### config.mk
export PLATFORM = sky130hd
export DESIGN_NAME = afe_spin_sequencer
export DESIGN_NICKNAME = d
export VERILOG_FILES = /design/src/rtl/afe_seq_pkg.sv /design/src/rtl/afe_seq_timer.sv /design/src/rtl/afe_spin_sequencer.sv
export SDC_FILE = /design/constraint.sdc
export NUM_CORES = 1
export LEC_CHECK = 0
export ABC_AREA = 0
export CAP_MARGIN = 15
export CORE_UTILIZATION = 35
export CTS_BUF_LIST = sky130_fd_sc_hd__clkbuf_8
export CTS_CLUSTER_SIZE = 20
export DETAILED_ROUTE_END_ITERATION = 10
export HOLD_SLACK_MARGIN = 0.08
export SYNTH_ARGS = -nofsm -noshare
export SYNTH_HDL_FRONTEND = slang
export SYNTH_SLANG_ARGS = --single-unit
export TNS_END_PERCENT = 50
### constraint.sdc
create_clock -name clk -period 3.89 [get_ports clk]
set_clock_uncertainty 0.2 [all_clocks]
set_input_delay 0.5835 -clock clk [delete_from_list [all_inputs] [get_ports clk]]
set_output_delay 0.5835 -clock clk [all_outputs]
set_load 0.05 [all_outputs]
### src/rtl/afe_seq_pkg.sv
// afe_seq_pkg: shared types for the Hall AFE spinning-current sequencer.
//   state_e   - sequencer FSM states
//   chan_e    - AFE channel select encoding (plate A, plate B, temperature)
//   phase_neg - sign of a spinning phase's contribution (odd phases subtract)
package afe_seq_pkg;

  typedef enum logic [2:0] {
    ST_IDLE    = 3'd0,
    ST_UPDATE  = 3'd1,
    ST_SETTLE  = 3'd2,
    ST_CONVERT = 3'd3,
    ST_WAIT    = 3'd4,
    ST_ACCUM   = 3'd5,
    ST_PUBLISH = 3'd6
  } state_e;

  typedef enum logic [1:0] {
    CH_A = 2'd0,
    CH_B = 2'd1,
    CH_T = 2'd2
  } chan_e;

  // Odd spinning phases see the Hall voltage reversed; subtracting them cancels
  // the plate offset while doubling the signal.
  function automatic logic phase_neg(input logic [1:0] phase);
    return phase[0];
  endfunction

endpackage

### src/rtl/afe_seq_timer.sv
// afe_seq_timer: loadable down counter, shared by the settle wait and the ADC
// timeout (the two are never active at the same time).
//   clk, rst    - clock, synchronous active-high reset
//   load_i      - load load_val_i (wins over dec_i)
//   load_val_i  - value to load
//   dec_i       - decrement by one, holding at zero
//   cnt_o       - current count
//   zero_o      - count is zero
module afe_seq_timer #(
  parameter int W = 8
) (
  input  logic         clk,
  input  logic         rst,
  input  logic         load_i,
  input  logic [W-1:0] load_val_i,
  input  logic         dec_i,
  output logic [W-1:0] cnt_o,
  output logic         zero_o
);

  logic [W-1:0] cnt_q, cnt_d;

  always_comb begin
    cnt_d = cnt_q;
    if (load_i)                    cnt_d = load_val_i;
    else if (dec_i && cnt_q != '0) cnt_d = cnt_q - W'(1);
  end

  always_ff @(posedge clk) begin
    if (rst) cnt_q <= '0;
    else     cnt_q <= cnt_d;
  end

  assign cnt_o  = cnt_q;
  assign zero_o = (cnt_q == '0);

endmodule

### src/rtl/afe_spin_sequencer.sv
// afe_spin_sequencer: steps the Hall AFE through 4-phase spinning-current
// measurement of plates A then B, settles, handshakes the ADC and accumulates
// offset-cancelled per-plate results.
// Optional feature macro: AFE_SEQ_TEMP_EN - appends one temperature sample
// (channel 2, phase 0, no sign) per frame and adds output res_t.
// Ports:
//   clk, rst                 clock, synchronous active-high reset
//   en                       run enable; low aborts to IDLE on the next edge
//   continuous               restart a new frame after each publish
//   settle_cycles            wait between phase update and ADC start
//   afe_chan, afe_phase      AFE channel / spinning phase select
//   afe_phase_update         1-cycle strobe, chan/phase already hold new values
//   adc_start / adc_done     ADC handshake, adc_data valid with adc_done
//   res_a, res_b (res_t)     frame results, held until next publish
//   res_valid                1-cycle pulse with updated results
//   busy, err_timeout        not idle; sticky ADC timeout flag
module afe_spin_sequencer
  import afe_seq_pkg::*;
#(
  parameter int ADC_W    = 12,
  parameter int ACC_W    = 14,
  parameter int SETTLE_W = 8,
  parameter int TMO_CYC  = 255
) (
  input  logic                    clk,
  input  logic                    rst,
  input  logic                    en,
  input  logic                    continuous,
  input  logic [SETTLE_W-1:0]     settle_cycles,
  output logic [1:0]              afe_chan,
  output logic [1:0]              afe_phase,
  output logic                    afe_phase_update,
  output logic                    adc_start,
  input  logic                    adc_done,
  input  logic signed [ADC_W-1:0] adc_data,
  output logic signed [ACC_W-1:0] res_a,
  output logic signed [ACC_W-1:0] res_b,
`ifdef AFE_SEQ_TEMP_EN
  output logic signed [ACC_W-1:0] res_t,
`endif
  output logic                    res_valid,
  output logic                    busy,
  output logic                    err_timeout
);

  localparam int TMO_W = $clog2(TMO_CYC + 1);
  localparam int TMR_W = (SETTLE_W > TMO_W) ? SETTLE_W : TMO_W;

  state_e                  state_q, state_d;
  logic [1:0]              chan_q, chan_d, phase_q, phase_d;
  logic signed [ACC_W-1:0] acc_a_q, acc_a_d, acc_b_q, acc_b_d;
  logic signed [ACC_W-1:0] res_a_q, res_a_d, res_b_q, res_b_d;
`ifdef AFE_SEQ_TEMP_EN
  logic signed [ACC_W-1:0] acc_t_q, acc_t_d, res_t_q, res_t_d;
`endif
  logic signed [ADC_W-1:0] smp_q, smp_d;
  logic                    res_valid_q, res_valid_d, err_q, err_d, en_q;

  logic                    tmr_load, tmr_dec, tmr_zero;
  logic [TMR_W-1:0]        tmr_val, tmr_cnt;

  logic signed [ACC_W-1:0] smp_ext, smp_acc;
  logic                    last_smp;

  afe_seq_timer #(.W(TMR_W)) u_timer (
    .clk        (clk),
    .rst        (rst),
    .load_i     (tmr_load),
    .load_val_i (tmr_val),
    .dec_i      (tmr_dec),
    .cnt_o      (tmr_cnt),
    .zero_o     (tmr_zero)
  );

  assign smp_ext = {{(ACC_W-ADC_W){smp_q[ADC_W-1]}}, smp_q};
  assign smp_acc = phase_neg(phase_q) ? -smp_ext : smp_ext;

`ifdef AFE_SEQ_TEMP_EN
  assign last_smp = (chan_q == CH_T);
`else
  assign last_smp = (chan_q == CH_B) && (phase_q == 2'd3);
`endif

  always_comb begin
    state_d     = state_q;
    chan_d      = chan_q;
    phase_d     = phase_q;
    acc_a_d     = acc_a_q;
    acc_b_d     = acc_b_q;
    res_a_d     = res_a_q;
    res_b_d     = res_b_q;
`ifdef AFE_SEQ_TEMP_EN
    acc_t_d     = acc_t_q;
    res_t_d     = res_t_q;
`endif
    smp_d       = smp_q;
    res_valid_d = 1'b0;
    err_d       = err_q;
    tmr_load    = 1'b0;
    tmr_dec     = 1'b0;
    tmr_val     = TMR_W'(settle_cycles) - TMR_W'(1);

    if (en && !en_q) err_d = 1'b0;

    if (!en) begin
      state_d = ST_IDLE;
    end else begin
      case (state_q)
        ST_IDLE: begin
          chan_d  = CH_A;
          phase_d = 2'd0;
          acc_a_d = '0;
          acc_b_d = '0;
`ifdef AFE_SEQ_TEMP_EN
          acc_t_d = '0;
`endif
          state_d = ST_UPDATE;
        end
        ST_UPDATE: begin
          // load settle-1 so SETTLE lasts exactly settle_cycles cycles
          tmr_load = 1'b1;
          state_d  = (settle_cycles == '0) ? ST_CONVERT : ST_SETTLE;
        end
        ST_SETTLE: begin
          if (tmr_zero) state_d = ST_CONVERT;
          else          tmr_dec = 1'b1;
        end
        ST_CONVERT: begin
          tmr_load = 1'b1;
          tmr_val  = TMR_W'(TMO_CYC);
          state_d  = ST_WAIT;
        end
        ST_WAIT: begin
          // Flag goes up during the last WAIT cycle, exit happens after it;
          // a done arriving in that final cycle is too late and ignored.
          if (tmr_zero) begin
            state_d = ST_IDLE;
          end else if (adc_done) begin
            smp_d   = adc_data;
            state_d = ST_ACCUM;
          end else begin
            tmr_dec = 1'b1;
            if (tmr_cnt == TMR_W'(1)) err_d = 1'b1;
          end
        end
        ST_ACCUM: begin
          case (chan_q)
            CH_A:    acc_a_d = acc_a_q + smp_acc;
            CH_B:    acc_b_d = acc_b_q + smp_acc;
`ifdef AFE_SEQ_TEMP_EN
            CH_T:    acc_t_d = acc_t_q + smp_ext;
`endif
            default: ;
          endcase
          if (last_smp) begin
            chan_d  = CH_A;
            phase_d = 2'd0;
            state_d = ST_PUBLISH;
          end else if (phase_q == 2'd3) begin
            phase_d = 2'd0;
            chan_d  = chan_q + 2'd1;
            state_d = ST_UPDATE;
          end else begin
            phase_d = phase_q + 2'd1;
            state_d = ST_UPDATE;
          end
        end
        ST_PUBLISH: begin
          res_a_d     = acc_a_q;
          res_b_d     = acc_b_q;
`ifdef AFE_SEQ_TEMP_EN
          res_t_d     = acc_t_q;
`endif
          res_valid_d = 1'b1;
          if (continuous) begin
            acc_a_d = '0;
            acc_b_d = '0;
`ifdef AFE_SEQ_TEMP_EN
            acc_t_d = '0;
`endif
            chan_d  = CH_A;
            phase_d = 2'd0;
            state_d = ST_UPDATE;
          end else begin
            state_d = ST_IDLE;
          end
        end
        default: state_d = ST_IDLE;
      endcase
    end
  end

  always_ff @(posedge clk) begin
    if (rst) begin
      state_q     <= ST_IDLE;
      chan_q      <= '0;
      phase_q     <= '0;
      acc_a_q     <= '0;
      acc_b_q     <= '0;
      res_a_q     <= '0;
      res_b_q     <= '0;
`ifdef AFE_SEQ_TEMP_EN
      acc_t_q     <= '0;
      res_t_q     <= '0;
`endif
      smp_q       <= '0;
      res_valid_q <= 1'b0;
      err_q       <= 1'b0;
      en_q        <= 1'b0;
    end else begin
      state_q     <= state_d;
      chan_q      <= chan_d;
      phase_q     <= phase_d;
      acc_a_q     <= acc_a_d;
      acc_b_q     <= acc_b_d;
      res_a_q     <= res_a_d;
      res_b_q     <= res_b_d;
`ifdef AFE_SEQ_TEMP_EN
      acc_t_q     <= acc_t_d;
      res_t_q     <= res_t_d;
`endif
      smp_q       <= smp_d;
      res_valid_q <= res_valid_d;
      err_q       <= err_d;
      en_q        <= en;
    end
  end

  assign afe_chan         = chan_q;
  assign afe_phase        = phase_q;
  assign afe_phase_update = (state_q == ST_UPDATE);
  assign adc_start        = (state_q == ST_CONVERT);
  assign busy             = (state_q != ST_IDLE);
  assign res_valid        = res_valid_q;
  assign err_timeout      = err_q;
  assign res_a            = res_a_q;
  assign res_b            = res_b_q;
`ifdef AFE_SEQ_TEMP_EN
  assign res_t            = res_t_q;
`endif

endmodule

==> flow_summary.json, run 1 <==
{
  "finalMaxSlewViolations": 0,
  "cts_buffers": 9,
  "crit_type": "flop to flop",
  "track_usage_pct": 18.1,
  "die_y_um": 122,
  "drt_pass1_iterations": 5,
  "power_switching_w": 0.000427,
  "regArea_sq_um": 1720,
  "synth_top_area_share_pct": 34.1,
  "cp-start-kind": "flop",
  "wl_um": 12700,
  "nNetsFinal": 744,
  "syn_area_per_cell_sq_um": 8.02,
  "cp_top_family": "simple AND/OR/NAND/NOR gates",
  "worstMarginPinSlew_ps": 784,
  "yosys.area.top_type": "dfxtp_1",
  "post_cts.resized_instances": 0,
  "clkLatencyLatePin_ps": 370,
  "place_ws_ps": 379,
  "core_sq_um": 14000,
  "diodes": 0,
  "syn_area_sq_um": 5040,
  "path_cells": "or4_4 > or3_1 > o31ai_1 > xnor2_1 > ha_1 > a21oi_1 > o21ai_1 > nor2_1 > a21oi_1 > xnor2_2 > or4_1 > a31oi_1",
  "synth_cell_types": 62,
  "setup_viol_count_final": 0,
  "async_flop_share_pct": 0,
  "drcViolationCount": 0,
  "synth_common_cells": "89 x nand2_1, 86 x dfxtp_1, 73 x a21oi_1, 64 x nor2_1, 35 x ha_1",
  "die-area_sq_um": 14900,
  "place_congestion": 0.903,
  "cts_tree": "built",
  "max_stage_delay_ps": 570,
  "ant_nets": 0,
  "critPathMaxFanout": 6,
  "ctsHoldBuffers": 0,
  "crit_buf_inv": 0,
  "grt_pass1_wl_um": 21100,
  "hold_violations": 0,
  "arrival_ps": 3640,
  "cts_sinks": 86,
  "synth_nets": 691,
  "cp_data_required_time_ps": 4000,
  "grt_max_degree": 35,
  "drt_iter0_drc": 328,
  "synth_area_leaders": "dfxtp_1 34%, ha_1 8.7%, a21oi_1 7.2%",
  "power.share.clock_pct": 38.5,
  "seqPwrFrac_pct": 52.8,
  "fin_cells": 867,
  "final.min_clock_period_ps": 3530,
  "yosysWarnings": 0,
  "post_cts_buffers": 0,
  "critPathMostFrequentCell": "a21oi_1",
  "row_count": 43,
  "cts_root_buffer": "clkbuf_8",
  "period_share_pct": 90.7,
  "h-tree-depth": 3,
  "path_clk_slew_ps": 90,
  "internal-power_w": 0.00127,
  "die_w_um": 122,
  "rsz0062_at_grt": "false",
  "max_freq_mhz": 283,
  "initial_core_util_pct": 36.1,
  "clk_path_buf_depth": 2,
  "yosys_most_used_dff": "dfxtp_1",
  "port_buffers": 61,
  "setup_tns_ps": 0,
  "p_comb_share_pct": 8.7,
  "drive_gt1_share_pct": 5.53,
  "ys_seq_area_share_pct": 34.1,
  "antenna_found_initial": 0,
  "num_vias": 4568,
  "multi_input_area_sq_um": 3140,
  "fillers": 1422,
  "yosysMostFrequentCell": "nand2_1",
  "wire_per_inst_um": 14.7,
  "status": "completed",
  "synth_edf_count": 0,
  "powerDensity_nw_per_um2": 282,
  "io_pins": 62,
  "dp.cells": 851,
  "syn_inst": 629,
  "grt_pass1_vias": 4345,
  "cp-end-kind": "flop",
  "viasPerCell": 5.27,
  "crit_slowest_cell": "or4_4",
  "vdd_drop_max_mv": 0.160,
  "setup_ws_ps": 361,
  "total_power_w": 0.00170,
  "p_leak_nw": 2.29,
  "p_sw_share_pct": 25.1,
  "hp-class": "flop to flop",
  "grt.overflow.total": 0,
  "maxCapViolCount": 0,
  "ys_seq_elements": 86,
  "area_growth_pct": 19.6,
  "dp_hpwl_um": 9440,
  "relSlewSlack_pct": 47.7
}
==> layout make-up <==
cell class / count / share of cell area (%)
Clock buffer: 11 / 2.51
Clock inverter: 5 / 0.830
Inverter: 16 / 0.996
Multi-Input combinational cell: 498 / 52.1
Sequential cell: 86 / 28.5
Tap cell: 180 / 3.73
Timing Repair Buffer: 71 / 11.3
==> stage by stage <==
| stage | utilization, % | cell area (sq um) | hold slack (ps) |
|---|---|---|---|
| 2_1_floorplan | - | 5040 | 243 |
| 3_3_place_gp | 41.7 | 5830 | 247 |
| 3_5_place_dp | 41.7 | 5830 | 251 |
| 4_1_cts | 43.1 | 6030 | 262 |
| 5_1_grt | 43.1 | 6030 | 277 |
| 6_report | 43.1 | 6030 | 256 |
==> tightest hold or removal path, stage by stage (launching register included) <==
cell	delay [ps]
dfxtp_1	310
nand2_1	50
a21oi_1	50
==> path summary, 6_finish.rpt <==
kind | from | endpoint | slack, ps | depth (start not counted)
min | res_b[6] | res_b[6] | 260 | 2
min reg2reg | res_b[6] | res_b[6] | 260 | 2
max | smp_q[2] | acc_a_q[13] | 360 | 12
max reg2reg | smp_q[2] | acc_a_q[13] | 360 | 12
==> power groups by stage <==
| stage | Sequential, W | Combinational, W | Clock, W |
|---|---|---|---|
| global route | 0.000899 | 0.000163 | 0.000715 |
| detailed placement | 0.000918 | 0.000147 | 0 |
| finish | 0.000898 | 0.000148 | 0.000655 |
| global placement | 0.000918 | 0.000144 | 0 |
| CTS | 0.000897 | 0.000148 | 0.000677 |
| floorplan | 0.000914 | 0.0000915 | 0 |
==> layout by cell type, fill, tap and decap left out, drive strengths merged, types with 2 or more instances in the layout <==
cell,Yosys,routed
a211oi,10,10
a21o,7,7
a21oi,73,73
a221oi,4,4
a22oi,5,5
a31oi,5,5
and2,2,2
and2b,3,3
and3,2,2
buf,7,11
clkbuf,22,11
clkdlybuf4s50,0,60
clkinv,1,2
dfxtp,86,86
fa,2,2
ha,35,35
inv,15,17
mux2i,15,15
nand2,89,89
nand2b,9,9
nand3,16,16
nand3b,7,7
nand4,2,2
nor2,64,64
nor2b,10,10
nor3,20,20
nor4,10,10
nor4b,4,4
o21a,3,3
o21ai,33,33
o21bai,2,2
o31ai,5,5
o41ai,4,4
or3,5,5
or4,4,4
xnor2,29,29
xor2,6,6
==> sequential cells by signal, summed over array words and instances, names as in the netlist <==
register	count
state_q	3
res_a	14
res_valid	1
en_q	1
err_timeout	1
afe_phase	2
acc_a_q	14
res_b	14
u_timer.cnt_o	8
acc_b_q	14
smp_q	12
afe_chan	2
==> metal layers <==
layer  global-route usage, %  vias up  wire length, um
met2                    28.8       96             5760
met5                       0        -                0
met1                    24.0     2118             6240
met3                    3.79       16              521
li1                        -     2338                -
met4                    6.02        0              193
==> cells by family after synthesis <==
| kind of cell | share of synthesized area [%] |
|---|---|
| adder cells (fa/ha/maj) | 9.48 |
| flip-flops | 34.1 |
| AND/OR/NAND/NOR | 23.9 |
| buffers and inverters | 3.55 |
| AO/OA/AOI/OAI | 19.7 |
| XOR/XNOR | 6.23 |
| multiplexers | 2.98 |
No activity file was read; power rests on OpenSTA's default activity.
==> run 2, diff against run 1 <==
==> constraint.sdc (replaced) <==
create_clock -name clk -period 3.35 [get_ports clk]
set_clock_uncertainty 0.2 [all_clocks]
set_input_delay 0.5025 -clock clk [delete_from_list [all_inputs] [get_ports clk]]
set_output_delay 0.5025 -clock clk [all_outputs]
set_load 0.05 [all_outputs]
==> run 2 against run 1 <==
  * Critical path depth down 1
  * First-iteration DRC count down 5.8%
  * Design area up 5.6%
  * Routed wire length up 3.8%
  * Global-route usage down 0.17 points
  * Highest routed layer unchanged
==> flow_summary.json, run 2 (same netlist as run 1, synthesis figures left out) <==
{
  "grt_use_met3_pct": 4.17,
  "ant_nets": 0,
  "grt.overflow.total": 0,
  "row_count": 43,
  "powerDensity_nw_per_um2": 321,
  "crit_type": "flop to flop",
  "layout_commonest_cell": "nand2_1",
  "viasPerCell": 5.28,
  "cp-start-kind": "flop",
  "ctsHoldBuffers": 0,
  "dp.cells": 866,
  "crit_buf_inv": 1,
  "hp-class": "flop to flop",
  "core_sq_um": 14000,
  "initial_core_util_pct": 36.1,
  "fin_cells": 890,
  "rsz0062_at_grt": "true",
  "drt_pass1_iterations": 4,
  "grt_pass1_wl_um": 20900,
  "regArea_sq_um": 1720,
  "multi_input_area_sq_um": 3280,
  "drt_iter0_drc": 309,
  "wl_um": 13200,
  "place_congestion": 0.890,
  "grt_pass1_vias": 4303,
  "period_share_pct": 97.0,
  "reg2reg_depth": 11,
  "die-area_sq_um": 14900,
  "path_cells": "or4_4 > or3_4 > o21ai_2 > xnor2_2 > buf_4 > ha_2 > nand3_1 > a211oi_1 > o21ai_0 > mux2i_1 > o21ai_1",
  "cp-end-kind": "flop",
  "cts_tree": "built",
  "antenna_found_initial": 0,
  "crit_slowest_cell": "or4_4",
  "most-common-layout-cells": "89 x nand2_1, 84 x dfxtp_1, 67 x a21oi_1",
  "worstMarginPinSlew_ps": 861,
  "clkLatencyLatePin_ps": 380,
  "relSlewSlack_pct": 42.4,
  "hold_violations": 0,
  "max_stage_delay_ps": 530,
  "die_y_um": 122,
  "setup_tns_ps": 0,
  "maxCapViolCount": 0,
  "cts_buffers": 9,
  "path_clk_slew_ps": 80,
  "cp_num_cells": 11,
  "cp_top_family": "simple AND/OR/NAND/NOR gates",
  "dp_hpwl_um": 9630,
  "cts_sinks": 86,
  "io_pins": 62,
  "hold_slack_ps": 258,
  "fillers": 1395,
  "final.min_clock_period_ps": 3250,
  "num_vias": 4697,
  "setup_viol_count_final": 0,
  "track_usage_pct": 17.9,
  "p_leak_nw": 2.45,
  "arrival_ps": 3310,
  "die_w_um": 122,
  "area_growth_pct": 26.3,
  "finalMaxSlewViolations": 0,
  "clk_path_buf_depth": 2,
  "h-tree-depth": 3,
  "critPathMaxFanout": 6,
  "grt_max_degree": 30,
  "drcViolationCount": 0,
  "drive_gt1_share_pct": 12.5,
  "hold_depth": 2,
  "met1_usage_pct": 23.9,
  "place_ws_ps": -6.86,
  "grt.busiest_layer": "met2",
  "nNetsFinal": 768,
  "setup_ws_ps": 102,
  "port_buffers": 61,
  "wire_per_inst_um": 14.8,
  "vdd_drop_max_mv": 0.148,
  "cts_root_buffer": "clkbuf_8",
  "max_freq_mhz": 308,
  "cp_data_required_time_ps": 3410,
  "status": "completed",
  "diodes": 0,
  "use_met2_pct": 27.9
}
run 2: area by class of cell:
| class | instances | share of cell area (%) |
|---|---|---|
| clock inverters | 4 | 1.12 |
| flip-flops and latches | 86 | 27.1 |
| inverters | 16 | 0.942 |
| repair buffers | 95 | 13.6 |
| well taps | 180 | 3.53 |
| multi-input cells | 498 | 51.4 |
| clock buffers | 11 | 2.38 |
run 2: repair_timing:
item,4_1_cts,5_1_grt
buffers inserted,2,7
resized for setup,1,35
setup endpoints to repair,1,8
hold endpoints to repair,0,0
cloned,0,0
pin swaps,1,18
run 2: worst paths after layout:
| kind | from | slack, ps | end |
|---|---|---|---|
| setup reg to reg | smp_q[2] | 100 | acc_b_q[12] |
| hold / removal | res_a[3] | 260 | res_a[3] |
| hold reg to reg | res_a[3] | 260 | res_a[3] |
| setup / recovery | smp_q[2] | 100 | acc_b_q[12] |
run 2: per-layer routing:
metal,vias up,share of wire (%)
li1,2388,-
met1,2202,48
met2,93,47
met3,14,3.9
met4,0,1.5
met5,-,0
run 2: per-stage QoR:
stage,area (sq um),power [W],utilization (%)
2_1_floorplan,5040,0.00117,-
3_3_place_gp,5940,0.00123,42.5
3_5_place_dp,5940,0.00123,42.5
4_1_cts,6180,0.00206,44.2
5_1_grt,6370,0.00213,45.6
6_report,6370,0.00205,45.6
run 2: worst reg2reg max path, cell delays in order (launching register included):
cell and delay [ps]:
dfxtp_2 320, or4_4 530, or3_4 360, o21ai_2 170
xnor2_2 120, buf_4 150, ha_2 370, nand3_1 90
a211oi_1 310, o21ai_0 190, mux2i_1 230, o21ai_1 80
run 2: power breakdown:
| part | internal [W] | total (W) | switching, W |
|---|---|---|---|
| sequential | 0.00103 | 0.00104 | 0.0000126 |
| clock | 0.000454 | 0.000835 | 0.000380 |
| combinational | 0.0000707 | 0.000169 | 0.0000984 |
| total | 0.00155 | 0.00205 | 0.000492 |
